$ cat src/rtl/mux_select_arbiter.sv
`default_nettype none
// ============================================================================
// Module   : mux_select_arbiter
// Brief    : Round-robin owner arbiter driving the select of a shared 4:1 mux.
//            Optional macro MUX_ARB_PREEMPT_EN enables MAX_HOLD preemption.
// Revision : 1.0 - initial release
// ============================================================================
module mux_select_arbiter #(
  parameter int MAX_HOLD = 8,
  parameter int CNT_W    = 4
) (
  input  logic             clk,
  input  logic             rst_n,
  input  logic [3:0]       req,
  output logic [3:0]       grant,
  output logic [1:0]       S,
  output logic             sel_valid,
  output logic [CNT_W-1:0] hold_cnt
);

  typedef enum logic [0:0] {
    ST_IDLE  = 1'b0,
    ST_GRANT = 1'b1
  } state_t;

  localparam logic [CNT_W-1:0] c_cnt_one = CNT_W'(1);
`ifdef MUX_ARB_PREEMPT_EN
  localparam logic [CNT_W-1:0] c_max_hold = CNT_W'(MAX_HOLD);
`else
  localparam logic [CNT_W-1:0] c_cnt_sat = {CNT_W{1'b1}};
`endif

  if (MAX_HOLD < 1 || (2 ** CNT_W) <= MAX_HOLD) begin : g_bad_cfg
    $error("mux_select_arbiter: need MAX_HOLD >= 1 and 2**CNT_W > MAX_HOLD");
  end

  state_t           r_state;
  logic [3:0]       r_grant;
  logic [1:0]       r_s;
  logic [1:0]       r_last_owner;
  logic             r_sel_valid;
  logic [CNT_W-1:0] r_hold_cnt;

  logic [1:0] w_base;
  logic [3:0] w_cand;
  logic       w_any;
  logic [1:0] w_winner;
  logic [3:0] w_winner_oh;

  // The current owner never competes against itself, so a preempted owner
  // only keeps the bus when no one else is asking.
  always_comb begin
    w_base   = (r_state == ST_GRANT) ? r_s : r_last_owner;
    w_cand   = req;
    if (r_state == ST_GRANT) begin
      w_cand[r_s] = 1'b0;
    end
    w_any    = |w_cand;
    w_winner = w_base;
    for (int i = 4; i >= 1; i--) begin
      if (w_cand[2'(w_base + 2'(i))]) begin
        w_winner = 2'(w_base + 2'(i));
      end
    end
    w_winner_oh = 4'b0001 << w_winner;
  end

  always_ff @(posedge clk or negedge rst_n) begin
    if (!rst_n) begin
      r_state      <= ST_IDLE;
      r_grant      <= 4'b0000;
      r_s          <= 2'b00;
      r_sel_valid  <= 1'b0;
      r_hold_cnt   <= '0;
      r_last_owner <= 2'd3;
    end else begin
      case (r_state)
        ST_IDLE: begin
          if (w_any) begin
            r_state     <= ST_GRANT;
            r_grant     <= w_winner_oh;
            r_s         <= w_winner;
            r_sel_valid <= 1'b1;
            r_hold_cnt  <= c_cnt_one;
          end
        end
        ST_GRANT: begin
          if (!req[r_s]) begin
            r_last_owner <= r_s;
            if (w_any) begin
              r_grant    <= w_winner_oh;
              r_s        <= w_winner;
              r_hold_cnt <= c_cnt_one;
            end else begin
              r_state     <= ST_IDLE;
              r_grant     <= 4'b0000;
              r_sel_valid <= 1'b0;
              r_hold_cnt  <= '0;
            end
          end
`ifdef MUX_ARB_PREEMPT_EN
          else if (r_hold_cnt == c_max_hold) begin
            if (w_any) begin
              r_last_owner <= r_s;
              r_grant      <= w_winner_oh;
              r_s          <= w_winner;
              r_hold_cnt   <= c_cnt_one;
            end else begin
              r_hold_cnt <= c_cnt_one;
            end
          end else begin
            r_hold_cnt <= r_hold_cnt + c_cnt_one;
          end
`else
          else if (r_hold_cnt != c_cnt_sat) begin
            r_hold_cnt <= r_hold_cnt + c_cnt_one;
          end
`endif
        end
        default: begin
          r_state <= ST_IDLE;
        end
      endcase
    end
  end

  assign grant     = r_grant;
  assign S         = r_s;
  assign sel_valid = r_sel_valid;
  assign hold_cnt  = r_hold_cnt;

endmodule
`default_nettype wire

$ cat config.mk
export PLATFORM = sky130hd
export DESIGN_NAME = mux_select_arbiter
export DESIGN_NICKNAME = d
export VERILOG_FILES = /design/src/rtl/mux_select_arbiter.sv
export SDC_FILE = /design/constraint.sdc
export NUM_CORES = 1
export LEC_CHECK = 0
export CORE_MARGIN = 2
export CORE_UTILIZATION = 45
export CTS_CLUSTER_SIZE = 40
export DETAILED_ROUTE_END_ITERATION = 10
export GPL_ROUTABILITY_DRIVEN = 1
export HOLD_SLACK_MARGIN = 0.1
export PLACE_DENSITY_LB_ADDON = 0.1
export SETUP_SLACK_MARGIN = 0.2
export SYNTH_ARGS = -nofsm -noshare
export SYNTH_HDL_FRONTEND = slang
export SYNTH_SLANG_ARGS = --single-unit
$ cat constraint.sdc
create_clock -name clk -period 2.1 [get_ports clk]
set_input_delay 0.42 -clock clk [delete_from_list [all_inputs] [get_ports clk]]
set_output_delay 0.42 -clock clk [all_outputs]
set_load 0.05 [all_outputs]
==> reports/results.txt <==
Run status: finished, final reports clean
Post_cts resized: 10
Syn Nets: 102
PD cells: 1630 mW/mm^2
Worst-path fanout max: 2
Site row count: 16
DP Area: 0.00117 mm^2
Max Fclk: 0.539 GHz
Root buf cell: clkbuf_4
Clock transition at path regs: 0.09 ns
RSZ-0062 raised after global routing: no
Gate Count Post-Synth: 95
Drt via density: 5.47
Internal power: 1040 uW
Initial Util: 47.3%
Post-Synthesis Cell Area: 928 um^2
First-pass GRT wire length: 3570 um
Predominant post-synthesis flop cell: dfrtp_1
Initial DRC Count: 7
Die H: 49.4 um
Drt pass-1 iters: 4
Clk buf depth: 2
Number of setup buffers added after CTS: 0
Buffers on Ports: 16
Max-cap violations: 0
Worst Path Buf+Inv: 1
Syn-to-layout area delta: 31.0%
Largest net degree at the start of global routing: 15
Asr flop ratio synth: 100%
Pwr Total: 1990 uW
Worst reg-to-reg path cell count: 5
Antenna violations before repair: 0
Peak VDD IR: 0.854 mV
Num Clock Sinks: 14
Hold Fails Final Rpt: 0
Setup crit start kind: flip-flop
Final period utilization: 88.4%
Static leakage: 0.000587 uW
Netlist cell types: 42
Worst hold stages: 2
Tmin final: 1.86 ns
Clock Skew: 0.00773 ns
Setup TNS Final: 0 ns
GR Overflow Total: 0
CP max stage cell: clkdlybuf4s50_1
Max transition margin: 57.5%
DR WL/cell: 13.9 um
Critical Path RT: 1.68 ns
Worst Path Arrival: 1.44 ns
Worst-margin pin slew: 0.635 ns
Most common cell after layout, fill and taps aside: buf_4
DIE AREA: 0.00244 mm^2
Dpl cells: 144
Synth warn: 0
Worst setup EP type: output port
Via count: 809
CTS tree: done
Crit path max-delay family: buffers and inverters
Final setup fails: 0
Final nets: 129
WS Path Type: reg -> out
WP depth: 1
HP Class: reg -> reg
Fraction of the yosys area taken by sequential cells: 38.0%
DRC Markers: 0
Post-DP HPWL: 1550 um
Core box area: 0.00196 mm^2
CP peak stage delay: 0.80 ns
Clock power share: 9.5%
Layout fillers: 184
Crit path cell chain: clkdlybuf4s50_1
Final wirelength: 2050 um
# H-tree levels: 1
Syn Area/Cell: 9.77 um^2
CTS Hold Buffers Added: 0
Sw Pwr: 943 uW
Final Wtd Congestion: 0.806
Antenna-violating nets left: 0
Pins Over Slew Limit: 0
Diodes inserted: 0
Worst-Skew Late Latency: 0.28 ns
Layout Utilization: 62.0%
Die Width: 49.4 um
Sequential Power Share: 28.2%
Commonest cells after routing, fill and taps aside: buf_4 (12), dfrtp_1 (9), dlygate4sd2_1 (8)
Net Sw Frac: 47.5%
Post-Layout Inst Area: 0.00122 mm^2
TritonCTS Buffers: 3
Number of synthesized flops with an enable pin: 0
FF+latch count, synth: 14
I/O pin cnt: 17
Post-route insts no fill: 148
GRT Total Usage: 18.6%
Proportion of layout cells with a drive suffix above 1: 29.8%
Vias in the first global route: 805
Logic pwr share: 62.3%
-- sequential cells by signal (all words and copies together), names as in the netlist --
register / count
S: 2
sel_valid: 1
r_last_owner: 2
r_state: 1
hold_cnt: 4
grant: 4
-- power groups by stage --
stage / Sequential [uW] / Combinational, uW / Clock [uW]
final: 561 / 1240 / 189
after floorplan: 766 / 680 / 0
after global placement: 560 / 1230 / 0
after detailed placement: 567 / 1250 / 0
after global routing: 581 / 1350 / 206
after CTS: 560 / 1240 / 197
-- logic make-up (layout without fill, tap and decap cells) --
| group | after synthesis | in the layout | synth area share (%) |
|---|---|---|---|
| multiplexers | 14 | 14 | 17.4 |
| buffers and inverters | 12 | 38 | 7.14 |
| flip-flops | 14 | 14 | 38.0 |
| AO/OA/AOI/OAI | 28 | 28 | 20.9 |
| adder cells (fa/ha/maj) | 1 | 1 | 1.35 |
| AND/OR/NAND/NOR | 26 | 26 | 15.2 |
-- Yosys cell counts, types with 2 or more instances --
cell type / count / area (um^2)
nand3_1: 4 / 20.0
mux2i_1: 6 / 60.1
o21ai_0: 4 / 20.0
nor2_1: 5 / 18.8
mux2_2: 6 / 67.6
buf_6: 2 / 22.5
a22o_1: 2 / 17.5
dfstp_2: 2 / 52.6
nand2_2: 2 / 12.5
o31ai_1: 2 / 15.0
nand2_1: 5 / 18.8
a21oi_1: 6 / 30.0
a31oi_1: 2 / 12.5
nor3_1: 2 / 10.0
a22oi_1: 2 / 15.0
inv_1: 6 / 22.5
dfrtp_1: 12 / 300
-- layout make-up --
class | instances | area, um^2 | area share (%)
clock buffer | 4 | 36.3 | 2.98
sequential | 14 | 357 | 29.3
inverter | 6 | 22.5 | 1.85
timing repair buffer | 28 | 248 | 20.4
multi-input combinational | 69 | 519 | 42.7
tap | 27 | 33.8 | 2.78
-- worst paths after layout --
| kind | endpoint | slack (ns) | from |
|---|---|---|---|
| max | grant[3] | 0.24 | grant[3]$_DFFE_PN0P_ |
| min | grant[0]$_DFFE_PN0P_ | 0.48 | grant[0]$_DFFE_PN0P_ |
| max reg2reg | grant[3]$_DFFE_PN0P_ | 0.35 | r_last_owner[0]$_DFFE_PN1P_ |
| min reg2reg | grant[0]$_DFFE_PN0P_ | 0.48 | grant[0]$_DFFE_PN0P_ |
| max in group asynchronous | r_state$_DFF_PN0_ | 1.12 | rst_n |
| min in group asynchronous | S[1]$_DFFE_PN0P_ | 0.53 | rst_n |
-- per-layer routing --
metal / track usage [%] / vias to the layer above / routed length (um)
met2: 32.4 / 12 / 1030
li1: - / 407 / -
met5: 0 / - / 0
met4: 1.39 / 0 / 0
met3: 5.83 / 0 / 73
met1: 23.5 / 390 / 948
-- per-stage QoR --
step / setup WS [ns] / hold WS, ns
final: 0.244 / 0.483
after detailed placement: -0.150 / 0.465
after global placement: -0.0919 / 0.474
after global routing: 0.202 / 0.533
after floorplan: 0.230 / 0.124
after CTS: 0.203 / 0.485
Note: power is estimated with default switching activity, not from simulation.
==> edit 1: new RTL, config.mk and constraints unchanged <==
Change the parameter `CNT_W` from 4 to 6.
--- a/src/rtl/mux_select_arbiter.sv
+++ b/src/rtl/mux_select_arbiter.sv
@@ -9,3 +9,3 @@
   parameter int MAX_HOLD = 8,
-  parameter int CNT_W    = 4
+  parameter int CNT_W    = 6
 ) (
Interface: changed (resized hold_cnt); port bits go from 17 to 19. No check against the original RTL was run, so the function may have changed too.
==> edit 1 against the unedited design <==
Combinational power rose by 23%. Routed wire length increased by 30%. Sequential cell count grew 2. Design area rose by 22%. Setup slack worse by 24 ps. Area after synthesis up 14%. Worst hold slack lost 27 ps. Power up 15%. Critical path type is now reg -> reg.
==> edit 1: results (changes against the unedited design) <==
status=completed; sequential fraction of the synthesis area=0.381 (+0.000561); Buffers on Ports=18 (+2); Worst VDD drop=0.945 mV (+11%); dpl hpwl=1920 um (+24%); slowest library cell on the worst path=dfrtp_2; met3 Use GR=0.0429 (-0.0154); Hold Crit Class=in -> async; drt initial violations=21 (+14); grt met2 use=0.383 (+0.0590); Overall Global Routing Usage=0.223 (+0.0366); Tightest Pin Transition=502 ps (-134 ps); GRT met1 Usage=0.291 (+0.0564); post_cts resized=17 (+7); Placer Congestion=0.891 (+11%); nonclk buf count=40 (+43%); Arr. time, crit path=2060 ps (+620 ps); register area=405 sq um (+14%); Critical Path Fanout Max=8 (+6); met1 wire length=1240 um (+31%); Final nets=160 (+24%); Final clock-cell share=0.0245 (-0.00534); post-detailed-route via-to-cell ratio=5.56 (+1.6%); Synth area leaders=dfrtp_1 (33%), dfstp_2 (5.0%), nor2_1 (4.6%), nand2b_1 (3.5%), nor2b_1 (3.5%); met3 wire length=103 um (+41%); LEAKAGE=0.735 nW (+25%); vias in the first global route=990 (+23%); Yosys cell types=41 (-2.4%); Top Layer Used=met4; global-route wire length before repair=4550 um (+27%); r2r startpoint=S[1]$_DFFE_PN0P_; multi-input combinational area share=0.440 (+0.0131); Non-CTS inverters=3 (-3); Multi-In Gates=89 (+29%); # fillers=193 (+4.9%)
[edit 1: cell types whose count changed after synthesis, sizes merged, moves of 3 or more]
cell	before	now
nor2	6	13
nor2b	0	6
mux2	7	2
nand2b	1	6
mux2i	6	2
xor2	0	4
inv	6	3
o21ai	4	7
[edit 1: how the worst min path moves through the flow]
| stage | start | to | slack (ps) | cells after the start |
|---|---|---|---|---|
| floorplan | rst_n | S[0]$_DFFE_PN0P_ | 120 | 0 |
| global placement | grant[0]$_DFFE_PN0P_ | grant[0]$_DFFE_PN0P_ | 490 | 1 |
| global route | rst_n | hold_cnt[1]$_DFFE_PN0P_ | 460 | 2 |
| finish | rst_n | hold_cnt[1]$_DFFE_PN0P_ | 460 | 2 |
| CTS | rst_n | hold_cnt[2]$_DFFE_PN0P_ | 460 | 2 |
| detailed placement | grant[1]$_DFFE_PN0P_ | grant[1]$_DFFE_PN0P_ | 490 | 1 |
[edit 1: cell families (layout without fill, tap and decap cells)]
kind of cell | Yosys count | after routing | share of synthesized area
AO/OA/AOI/OAI | 31 | 31 | 0.228
XOR/XNOR | 4 | 4 | 0.0331
adder cells (fa/ha/maj) | 1 | 1 | 0.0118
buffers and inverters | 9 | 47 | 0.0461
flip-flops | 16 | 16 | 0.381
multiplexers | 5 | 5 | 0.0615
AND/OR/NAND/NOR | 48 | 48 | 0.239
[edit 1: through the flow]
stage	setup TNS [ps]	worst slack, ps	power, W	instances
final	0	220	0.00229	180
after global routing	0	156	0.00244	180
after CTS	0	202	0.00222	178
after detailed placement	-778	-131	0.00194	169
after global placement	-589	-115	0.00191	169
after floorplan	0	86.8	0.00155	114
[edit 1: report_power, final]
group / switching [W] / total (W) / internal [W]
Sequential: 0.000133 / 0.000570 / 0.000437
Clock: 0.0000932 / 0.000199 / 0.000105
Combinational: 0.000851 / 0.00152 / 0.000668
==> edit 2: new RTL, config.mk and constraints unchanged <==
Made on the original files. Put one more register stage on the output `hold_cnt`, cleared by the reset. The value now appears one clock later. The other outputs are not delayed to match.
--- a/src/rtl/mux_select_arbiter.sv
+++ b/src/rtl/mux_select_arbiter.sv
@@ -129,3 +129,9 @@
   assign sel_valid = r_sel_valid;
-  assign hold_cnt  = r_hold_cnt;
+  always_ff @(posedge clk or negedge rst_n) begin
+    if (!rst_n) begin
+      hold_cnt <= '0;
+    end else begin
+      hold_cnt <= r_hold_cnt;
+    end
+  end
 
Formal check against the unedited RTL: not equivalent (a bounded check fails within 4 cycles, from zero or initial values and one cycle with rst_n low).
==> edit 2 against the unedited design <==
Final cell count grew 18%. Routed wire length grew 21%. Non-clock buffer count increased by 9. Power rose by 27%. Critical endpoint is now grant[2]$_DFFE_PN0P_. Sequential cell count up 4. Area after synthesis is 17% higher. Setup slack better by 9.2 ps. Sequential share of layout area increased by 1.1 points. Design area up 24%. Worst hold slack worse by 42 ps. Sequential power rose by 12%. First-iteration DRC count rose to 3.4 times the old value.
==> edit 2: results (changes against the unedited design) <==
status=completed; achievable frequency=0.541 GHz (+0.50%); drt initial violations=24 (+17); dpl hpwl=1840 um (+19%); Reg2Reg Depth=6 (+1); Non-CTS inverters=5 (-1); # fillers=173 (-6.0%); Syn Inst Count=108 (+14%); hold_ws=441 ps (-41.8 ps); sequential fraction of the synthesis area=0.418 (+0.0384); Power, Total=0.00253 W (+27%); Worst Hold Launch=r_hold_cnt[1]$_DFFE_PN0P_; sequential share of cell area=0.304 (+0.0107); Tightest Pin Transition=512 ps (-124 ps); Arr. time, crit path=2030 ps (+590 ps); via count=1,002 (+24%); multi-input combinational area share=0.415 (-0.0115); Signal buf overhead=0.221 (+0.0169); Multi-In Gates=83 (+20%); grt met2 use=0.379 (+0.0548); Seq pwr share=0.249 (-0.033); Yosys cell types=41 (-2.4%); Worst VDD drop=0.999 mV (+17%); list of most frequent post-synthesis cells=dfrtp_1 (16), nand2_1 (9), nor2_1 (9), o21ai_0 (8), nor2b_1 (5); global-route wire length before repair=4110 um (+15%); Placer Congestion=0.851 (+5.6%); Overall Global Routing Usage=0.200 (+0.0141); Final clock-cell share=0.0241 (-0.00569); Post-DP Area=0.00138 sq mm (+18%); DP Worst Slack=-128 ps (+22.9 ps); fin area=0.00150 sq mm (+24%); hold depth=0 (-2); num sequential=18 (+4); Final nets=156 (+21%); Critical Path Source=req[3]; area of the mapped netlist=0.00108 sq mm (+17%); Non-Filler Instances=175 (+18%); Setup crit end=grant[2]$_DFFE_PN0P_; LEAKAGE=0.765 nW (+30%); clk pwr=0.000205 W (+8%); CP max stage delay=490 ps (-310 ps); Critical Path Fanout Max=5 (+3); Synth area leaders=dfrtp_1 (37%), dfstp_2 (4.9%), o21ai_0 (3.7%), o32a_1 (3.7%), nand2_1 (3.1%); hold endpoint=hold_cnt[1]$_DFF_PN0_; vias in the first global route=974 (+21%); Pint=0.00137 W (+31%)
edit 2: layer usage:
layer  vias up  part of all wire
met5         -                 0
met4         0            0.0089
met3         4             0.040
met2        20              0.51
met1       495              0.44
li1        483                 -
edit 2: kinds of logic after synthesis:
| kind of cell | after synthesis | synth area share |
|---|---|---|
| AO/OA/AOI/OAI | 36 | 0.249 |
| adder cells (fa/ha/maj) | 2 | 0.0231 |
| buffers and inverters | 7 | 0.0381 |
| flip-flops | 18 | 0.418 |
| multiplexers | 5 | 0.0670 |
| AND/OR/NAND/NOR | 40 | 0.205 |
edit 2: timing repair:
item / 4_1_cts / 5_1_grt
resized for setup: 5 / 12
endpoints found under the setup margin: 6 / 14
hold endpoints to repair: 0 / 0
setup buffers: 0 / 7
pin swaps: 3 / 2
